===== src/rtl/inst_encoder_pkg.sv =====
// inst_encoder_pkg: instruction type codes, RV32 opcode constants and the opcode-to-type decode.
package inst_encoder_pkg;
  localparam logic [2:0] NULL_TYPE = 3'd0;
  localparam logic [2:0] R_TYPE    = 3'd1;
  localparam logic [2:0] I_TYPE    = 3'd2;
  localparam logic [2:0] S_TYPE    = 3'd3;
  localparam logic [2:0] U_TYPE    = 3'd4;
  localparam logic [2:0] J_TYPE    = 3'd5;
  localparam logic [6:0] OP_R      = 7'b0110011;
  localparam logic [6:0] OP_IMM    = 7'b0010011;
  localparam logic [6:0] OP_JALR   = 7'b1100111;
  localparam logic [6:0] OP_LOAD   = 7'b0000011;
  localparam logic [6:0] OP_STORE  = 7'b0100011;
  localparam logic [6:0] OP_LUI    = 7'b0110111;
  localparam logic [6:0] OP_AUIPC  = 7'b0010111;
  localparam logic [6:0] OP_JAL    = 7'b1101111;
  function automatic logic [2:0] op_type(input logic [6:0] op);
    case (op)
      OP_R:                     return R_TYPE;
      OP_IMM, OP_JALR, OP_LOAD: return I_TYPE;
      OP_STORE:                 return S_TYPE;
      OP_LUI, OP_AUIPC:         return U_TYPE;
      OP_JAL:                   return J_TYPE;
      default:                  return NULL_TYPE;
    endcase
  endfunction
endpackage


===== src/rtl/inst_packer.sv =====
// inst_packer: packs decoded fields into a 32-bit RV32 instruction word by type.
module inst_packer
  import inst_encoder_pkg::*;
(
  input  logic [2:0]  i_itype,
  input  logic [6:0]  i_opcode,
  input  logic [4:0]  i_rd,
  input  logic [4:0]  i_rs1,
  input  logic [4:0]  i_rs2,
  input  logic [2:0]  i_funct3,
  input  logic [6:0]  i_funct7,
  input  logic [31:0] i_imm,
  output logic [31:0] o_word
);
  always_comb begin
    o_word = (i_itype == R_TYPE) ? {i_funct7, i_rs2, i_rs1, i_funct3, i_rd, i_opcode} :
             (i_itype == I_TYPE) ? {i_imm[11:0], i_rs1, i_funct3, i_rd, i_opcode} :
             (i_itype == S_TYPE) ? {i_imm[11:5], i_rs2, i_rs1, i_funct3, i_imm[4:0], i_opcode} :
             (i_itype == U_TYPE) ? {i_imm[31:12], i_rd, i_opcode} :
             (i_itype == J_TYPE) ? {i_imm[20], i_imm[10:1], i_imm[11], i_imm[19:12], i_rd, i_opcode} :
                                   32'h0;
  end
endmodule


===== src/rtl/inst_encoder.sv =====
// inst_encoder: checks and packs decoded instructions, then streams them into imem
// through a single register stage with an auto-incrementing write address.
module inst_encoder
  import inst_encoder_pkg::*;
#(
  parameter logic [31:0] BASE_ADDR = 32'h8000_0000,
  parameter int          DEPTH     = 1024
) (
  input  logic        clk,
  input  logic        rst_n,
  input  logic        in_valid,
  output logic        in_ready,
  input  logic [2:0]  in_itype,
  input  logic [6:0]  in_opcode,
  input  logic [4:0]  in_rd,
  input  logic [4:0]  in_rs1,
  input  logic [4:0]  in_rs2,
  input  logic [2:0]  in_funct3,
  input  logic [6:0]  in_funct7,
  input  logic [31:0] in_imm,
  input  logic        clr,
  output logic        wvalid,
  input  logic        wready,
  output logic [31:0] waddr,
  output logic [31:0] wdata,
  output logic        full,
  output logic        err,
  output logic [7:0]  err_cnt,
  output logic [15:0] wr_cnt
);
  logic        r_wvalid, r_full, r_err;
  logic [31:0] r_waddr, r_wdata;
  logic [7:0]  r_err_cnt;
  logic [15:0] r_wr_cnt;
  logic [31:0] w_word;
  logic        w_legal, w_acc, w_hs;
  inst_packer u_packer (
    .i_itype(in_itype), .i_opcode(in_opcode), .i_rd(in_rd), .i_rs1(in_rs1), .i_rs2(in_rs2),
    .i_funct3(in_funct3), .i_funct7(in_funct7), .i_imm(in_imm), .o_word(w_word)
  );
  assign in_ready = !r_full && !clr && (!r_wvalid || wready);
  assign w_legal  = (in_itype != NULL_TYPE) && (op_type(in_opcode) == in_itype);
  assign w_acc    = in_valid && in_ready;
  assign w_hs     = r_wvalid && wready;
  always_ff @(posedge clk) begin
    if (!rst_n) begin
      r_wvalid  <= 1'b0;
      r_wdata   <= 32'h0;
      r_waddr   <= BASE_ADDR;
      r_full    <= 1'b0;
      r_err     <= 1'b0;
      r_err_cnt <= 8'h0;
      r_wr_cnt  <= 16'h0;
    end else if (clr) begin
      r_wvalid  <= 1'b0;
      r_waddr   <= BASE_ADDR;
      r_full    <= 1'b0;
      r_err     <= 1'b0;
      r_err_cnt <= 8'h0;
      r_wr_cnt  <= 16'h0;
    end else begin
      r_err <= w_acc && !w_legal;
      if (w_acc && !w_legal) r_err_cnt <= r_err_cnt + 8'(r_err_cnt != 8'hFF);
      if (w_hs) begin
        r_waddr  <= r_waddr + 32'd4;
        r_wr_cnt <= r_wr_cnt + 16'd1;
        if (r_wr_cnt == 16'(DEPTH - 1)) r_full <= 1'b1;
      end
      // A fresh legal word keeps wvalid high so back-to-back writes run one per cycle.
      if (w_acc && w_legal) begin
        r_wvalid <= 1'b1;
        r_wdata  <= w_word;
      end else if (w_hs) r_wvalid <= 1'b0;
    end
  end
  assign wvalid  = r_wvalid;
  assign wdata   = r_wdata;
  assign waddr   = r_waddr;
  assign full    = r_full;
  assign err     = r_err;
  assign err_cnt = r_err_cnt;
  assign wr_cnt  = r_wr_cnt;
endmodule


===== config.mk =====
export PLATFORM = sky130hd
export DESIGN_NAME = inst_encoder
export DESIGN_NICKNAME = d
export VERILOG_FILES = /design/src/rtl/inst_encoder_pkg.sv /design/src/rtl/inst_packer.sv /design/src/rtl/inst_encoder.sv
export SDC_FILE = /design/constraint.sdc
export NUM_CORES = 1
export LEC_CHECK = 0
export ABC_AREA = 1
export BUFFER_PORTS_ARGS = -buffer_cell sky130_fd_sc_hd__buf_2
export CAP_MARGIN = 20
export CORE_MARGIN = 5
export CORE_UTILIZATION = 35
export DETAILED_ROUTE_END_ITERATION = 8
export HOLD_SLACK_MARGIN = 0.12
export PLACE_DENSITY = 0.67
export SETUP_SLACK_MARGIN = 0.02
export SLEW_MARGIN = 30
export SYNTH_ARGS = -nofsm -noshare
export SYNTH_HDL_FRONTEND = slang
export SYNTH_HIERARCHICAL = 1
export SYNTH_SLANG_ARGS = --single-unit

===== constraint.sdc =====
create_clock -name clk -period 2.4 [get_ports clk]
set_clock_uncertainty 0.2 [all_clocks]
set_input_delay 0.12 -clock clk [delete_from_list [all_inputs] [get_ports clk]]
set_output_delay 0.12 -clock clk [all_outputs]
set_load 0.02 [all_outputs]

* Yosys cells after proc, flatten, opt, wreduce, memory -nomap -nowiden
Index checks and enable logic that the tools add are counted.
** Storage, ports and cells
- Bits in registers :: 91
- Input bits :: 72
- Output and inout port bits :: 92
- Logic and storage cells :: 55
** Cells by class
- Add/sub/neg operators :: 3
- Equal/unequal tests :: 16
- Mux-type cells :: 8
- Bitwise logic cells :: 2
- Reduce and logical (&&, ||, !) cells :: 19
** Operators by type and width (number)
- $mux 32 :: 5
- $add 32x3->32 const B :: 1
- $eq 7x6->1 const B :: 3
- $add 16x1->16 const B :: 1
- $eq 16x10->1 const B :: 1
- $pmux 3 s5 :: 1
- $eq 7x5->1 const B :: 2
- $eq 7x7->1 const B :: 2
- $add 8x1->8 :: 1
- $ne 8x8->1 const B :: 1
- $eq 7x2->1 const B :: 1
- $logic_and 1x1->1 :: 7
- $eq 3x2->1 const B :: 2
- $eq 3x3->1 const B :: 2
- $logic_not 1->1 :: 4
- $reduce_and 2->1 :: 2
- $reduce_or 2->1 :: 2
- $eq 3x1->1 const B :: 1
- $eq 3x3->1 :: 1
- $reduce_bool 3->1 :: 1
- $reduce_or 3->1 :: 1
- $mux 1 :: 2
- $not 1->1 :: 2
- $reduce_bool 2->1 :: 1
- $logic_or 1x1->1 :: 1

* Depth between registers and ports, before layout
- Depth after elaboration :: 7
- Mapped depth :: 12
- Mapped depth without buffers :: 11

* Cells and area by module
The synthesis kept the hierarchy.
** Modules (own cells, without submodules)
- inst_encoder :: instances 1, cells each 698, area an instance 4474.3 µm², seq. area each 1781.7 µm²
- inst_packer :: instances 1, cells each 180, area an instance 822.0 µm², seq. area each 0.0 µm²

* Worst setup path before layout
No wires, ideal clock.
- Path type :: register to register
- Start :: register r_err_cnt[3] (netlist: err_cnt[3])
- End :: register r_err_cnt[6] (netlist: err_cnt[6])
- Library setup time :: 0.070 ns
- Arrival time :: 1.806 ns
- Data required time :: 2.130 ns
- Setup slack :: 0.324 ns
- Stages on the path, launching flop included :: 11
- Buffers on the path :: 0
- Period minus slack after synthesis :: 2.076 ns
- Cell sequence :: dfxtp_1 > nand2_1 > nor2_1 > nand3_1 > nand3b_1 > ha_1 > ha_1 > nand2_1 > xor2_1 > nand3_1 > a21oi_1
** Between the ends
- Cells in the longest elaborated chain, start to end :: 2
** RTL lines
- start: declaration :: RTL line inst_encoder.sv:33 : logic [7:0] r_err_cnt;
- start signal: assignment :: RTL line inst_encoder.sv:63 : if (w_acc && !w_legal) r_err_cnt <= r_err_cnt + 8'(r_err_cnt != 8'hFF);
- $ne 8x8->1 :: RTL line inst_encoder.sv:63
- $add 8x1->8 * :: RTL line inst_encoder.sv:63
Every way passes the cells marked *; elsewhere a longest branch is shown, timed or not.
A chain may end at the register's enable or synchronous reset.

* Worst setup path in the final report
Ends and elaborated chain as after synthesis.

==> impl_metrics.ini <==
[drt]
drt-wirelength-per-cell_um = 12.43
vias = 5921
drt_pass1_iterations = 5
drc = 0
avgViaCountPerCell = 4.637
wl_um = 15870
drtAntennaViolNets = 0
dr.first_iter.drc_count = 333

[layout]
stdcell_count = 1277
finish.instance_area_um2 = 7097
drive_above_1_share_pct = 18.82
area_growth_pct = 33.99
multiInputGateArea_um2 = 2885
antenna_cells = 0
seq_area_um2 = 1782
final.fill_count = 1599
fin_nets = 1160

[setup_path]
rr_startpoint = err_cnt[3]
crit_family = simple AND/OR/NAND/NOR gates
cpPeakStageDelay_ns = 0.41
crit_arrival_ns = 2.15
worstSetupEndpointType = flop
crit_path_top_delay_cell = dfxtp_1
reg2reg_slack_ns = 0.32
path_buf_inv = 0
required_ns = 2.47
crit_type = flop to flop
crit_chain = nand2_1, nor2_1, nand3_1, nand3b_1, ha_1, ha_1, nand2_1, xor2_1, nand3_1, a21oi_1
path_max_fanout = 5
crit_start = err_cnt[3]
start_kind = flop

[clocking]
cts_max_level = 3
post_cts_resized = 0
path_clk_slew_ns = 0.07
worstSkewPairLatency_ns = 0.34
cts.path.max_buffers = 2
clkSinkCount = 89
cts_buffers = 9
cts_setup_buffers = 0
cts_tree = done
cts_root_buf = clkbuf_16

[synth]
yosysSeqAreaShare_pct = 33.64
synth_edf_count = 0
synthFlopType = dfxtp_1
yosys_warnings = 6
syn_area_um2 = 5296
ys_ff_latch = 89
async_flop_share_pct = 0
ys_types = 33
avgSynthCellArea_um2 = 6.032
synthCells = 878

[timing]
finalHoldViolCount = 0
worst_pin_slew_ns = 0.7574
fin_tns_setup_ns = 0
post-route-period-util_pct = 86.67
drv_slew = 0
fmax_ghz = 0.4807
min_period_ns = 2.080
setup_violations = 0
slew_headroom_pct = 48.97
rsz0062_at_grt = false

[global_route]
grt_antenna_before_repair = 0
first_global_vias = 5340
grt_overflow = 0
grt_max_degree = 66
grt_usage_pct = 17.59
grt_pass1_wl_um = 25920

[flow_run]
maxCapViolCount = 0

[die]
die-width_um = 133.0
die_area_um2 = 17690
rows = 45
initial_core_util_pct = 35.23
die_h_um = 133.0
ios = 164
coreArea_um2 = 15030

[outcome]
status = completed

[hold_path]
hp-start = in_rs1[2]
min_path_type = input pin to flop

[pwr]
p_per_area_nw_per_um2 = 463.0
ir_worst_vdd_mv = 0.3406
total_power_w = 0.003286
leakage_nw = 3.551

[placed_design]
hpwl_um = 11240
gp_congestion = 0.8756
post-place-cells = 1203
placed_cell_area_um2 = 6220
portBuffers = 161
==> power breakdown <==
part | total [W] | switching (W) | internal [W]
Combinational | 0.000372 | 0.000191 | 0.000181
Sequential | 0.00148 | 0.00000182 | 0.00148
Clock | 0.00143 | 0.000597 | 0.000835
==> layer usage <==
layer / vias up / GRT usage [%] / share of wire [%]
li1: 3131 / - / -
met1: 2627 / 21.87 / 45
met2: 130 / 29.54 / 47
met3: 33 / 4.106 / 5.1
met4: 0 / 6.640 / 2.8
met5: - / 0 / 0
==> synth_stat cells (2+ instances only) <==
library cell	number	area [um2]
buf_2	10	50.05
a21oi_1	30	150.1
o21a_1	8	60.06
inv_1	110	412.9
nor2_2	3	18.77
nand2_2	2	12.51
nand3_2	4	40.04
dfxtp_1	89	1782
buf_6	3	33.78
clkbuf_1	9	33.78
inv_2	3	11.26
nor3b_1	2	15.01
nor4_1	2	12.51
nor2_1	170	638.1
xor2_1	9	78.83
nand2_1	267	1002
ha_1	4	50.05
nor3_1	6	30.03
o21ai_0	28	140.1
xnor2_1	3	26.28
o21ba_2	2	20.02
buf_4	12	90.09
nand3b_1	8	60.06
nand4_1	20	125.1
nand3_1	65	325.3
nor3_2	2	20.02
==> registers in the layout (all words and copies together) (netlist names) <==
name,flops
err,1
wvalid,1
wdata,32
wr_cnt,16
err_cnt,8
full,1
waddr,30
==> stage by stage <==
stage	util, %	setup slack [ns]	hold slack [ns]
2_1_floorplan	-	0.3239	0.09339
3_3_place_gp	41.37	0.3905	0.2546
3_5_place_dp	41.37	0.3236	0.2552
4_1_cts	47.21	0.3227	0.1257
5_1_grt	47.21	0.08641	0.1492
6_report	47.21	0.3198	0.1174
==> tightest hold or removal path, cell delays in order <==
cell     delay [ns]
buf_2          0.10
inv_1          0.04
o21ai_0        0.14
nor2_1         0.16
nor2_1         0.06
==> cells in the final DEF, fill, tap and decap left out, types with 2 or more instances in the layout <==
cell	instances
clkinv_2	3
buf_2	161
xnor2_1	3
conb_1	2
nand4_1	20
nor2_2	4
nand2_2	2
nor3b_1	2
o21a_1	8
nor4_1	2
nor3_2	2
o21ai_0	28
inv_1	110
nor3_1	6
dlygate4sd3_1	58
ha_1	4
inv_2	3
nor2_1	169
nand3b_1	8
a21oi_1	30
o21ba_2	2
clkbuf_16	9
dfxtp_1	89
nand3_1	65
nand3_2	4
buf_4	9
nand2_1	267
xor2_1	9
==> layout make-up <==
cell class / count / share of cell area [%]
Clock buffer: 11 / 3.420
Clock inverter: 5 / 0.7581
Inverter: 113 / 5.977
Multi-Input combinational cell: 642 / 40.66
Sequential cell: 89 / 25.11
Tap cell: 188 / 3.315
Timing Repair Buffer: 229 / 20.77
==> final timing paths <==
path                     end  cells past startpoint
setup / recovery  err_cnt[6]                     10
hold / removal     wdata[17]                      5
setup reg to reg  err_cnt[6]                     10
hold reg to reg    waddr[12]                      2
==> kinds of logic (layout without fill, tap and decap cells) <==
| logic type | after synthesis | count (layout) | synth area share (%) |
|---|---|---|---|
| AOI/OAI and AO/OA | 70 | 70 | 7.229 |
| xor gates and xnor gates | 12 | 12 | 1.985 |
| adders and majority gates | 4 | 4 | 0.9450 |
| buffers and inverters | 148 | 358 | 12.00 |
| DFF | 89 | 89 | 33.64 |
| other | 1 | 2 | 0.07080 |
| and+or+nand+nor | 554 | 554 | 44.13 |
==> timing repair <==
action	in CTS	in global routing
endpoints found under the hold margin	47	0
setup endpoints to repair	0	0
hold buffers	58	0
No activity file was read; power rests on OpenSTA's default activity.
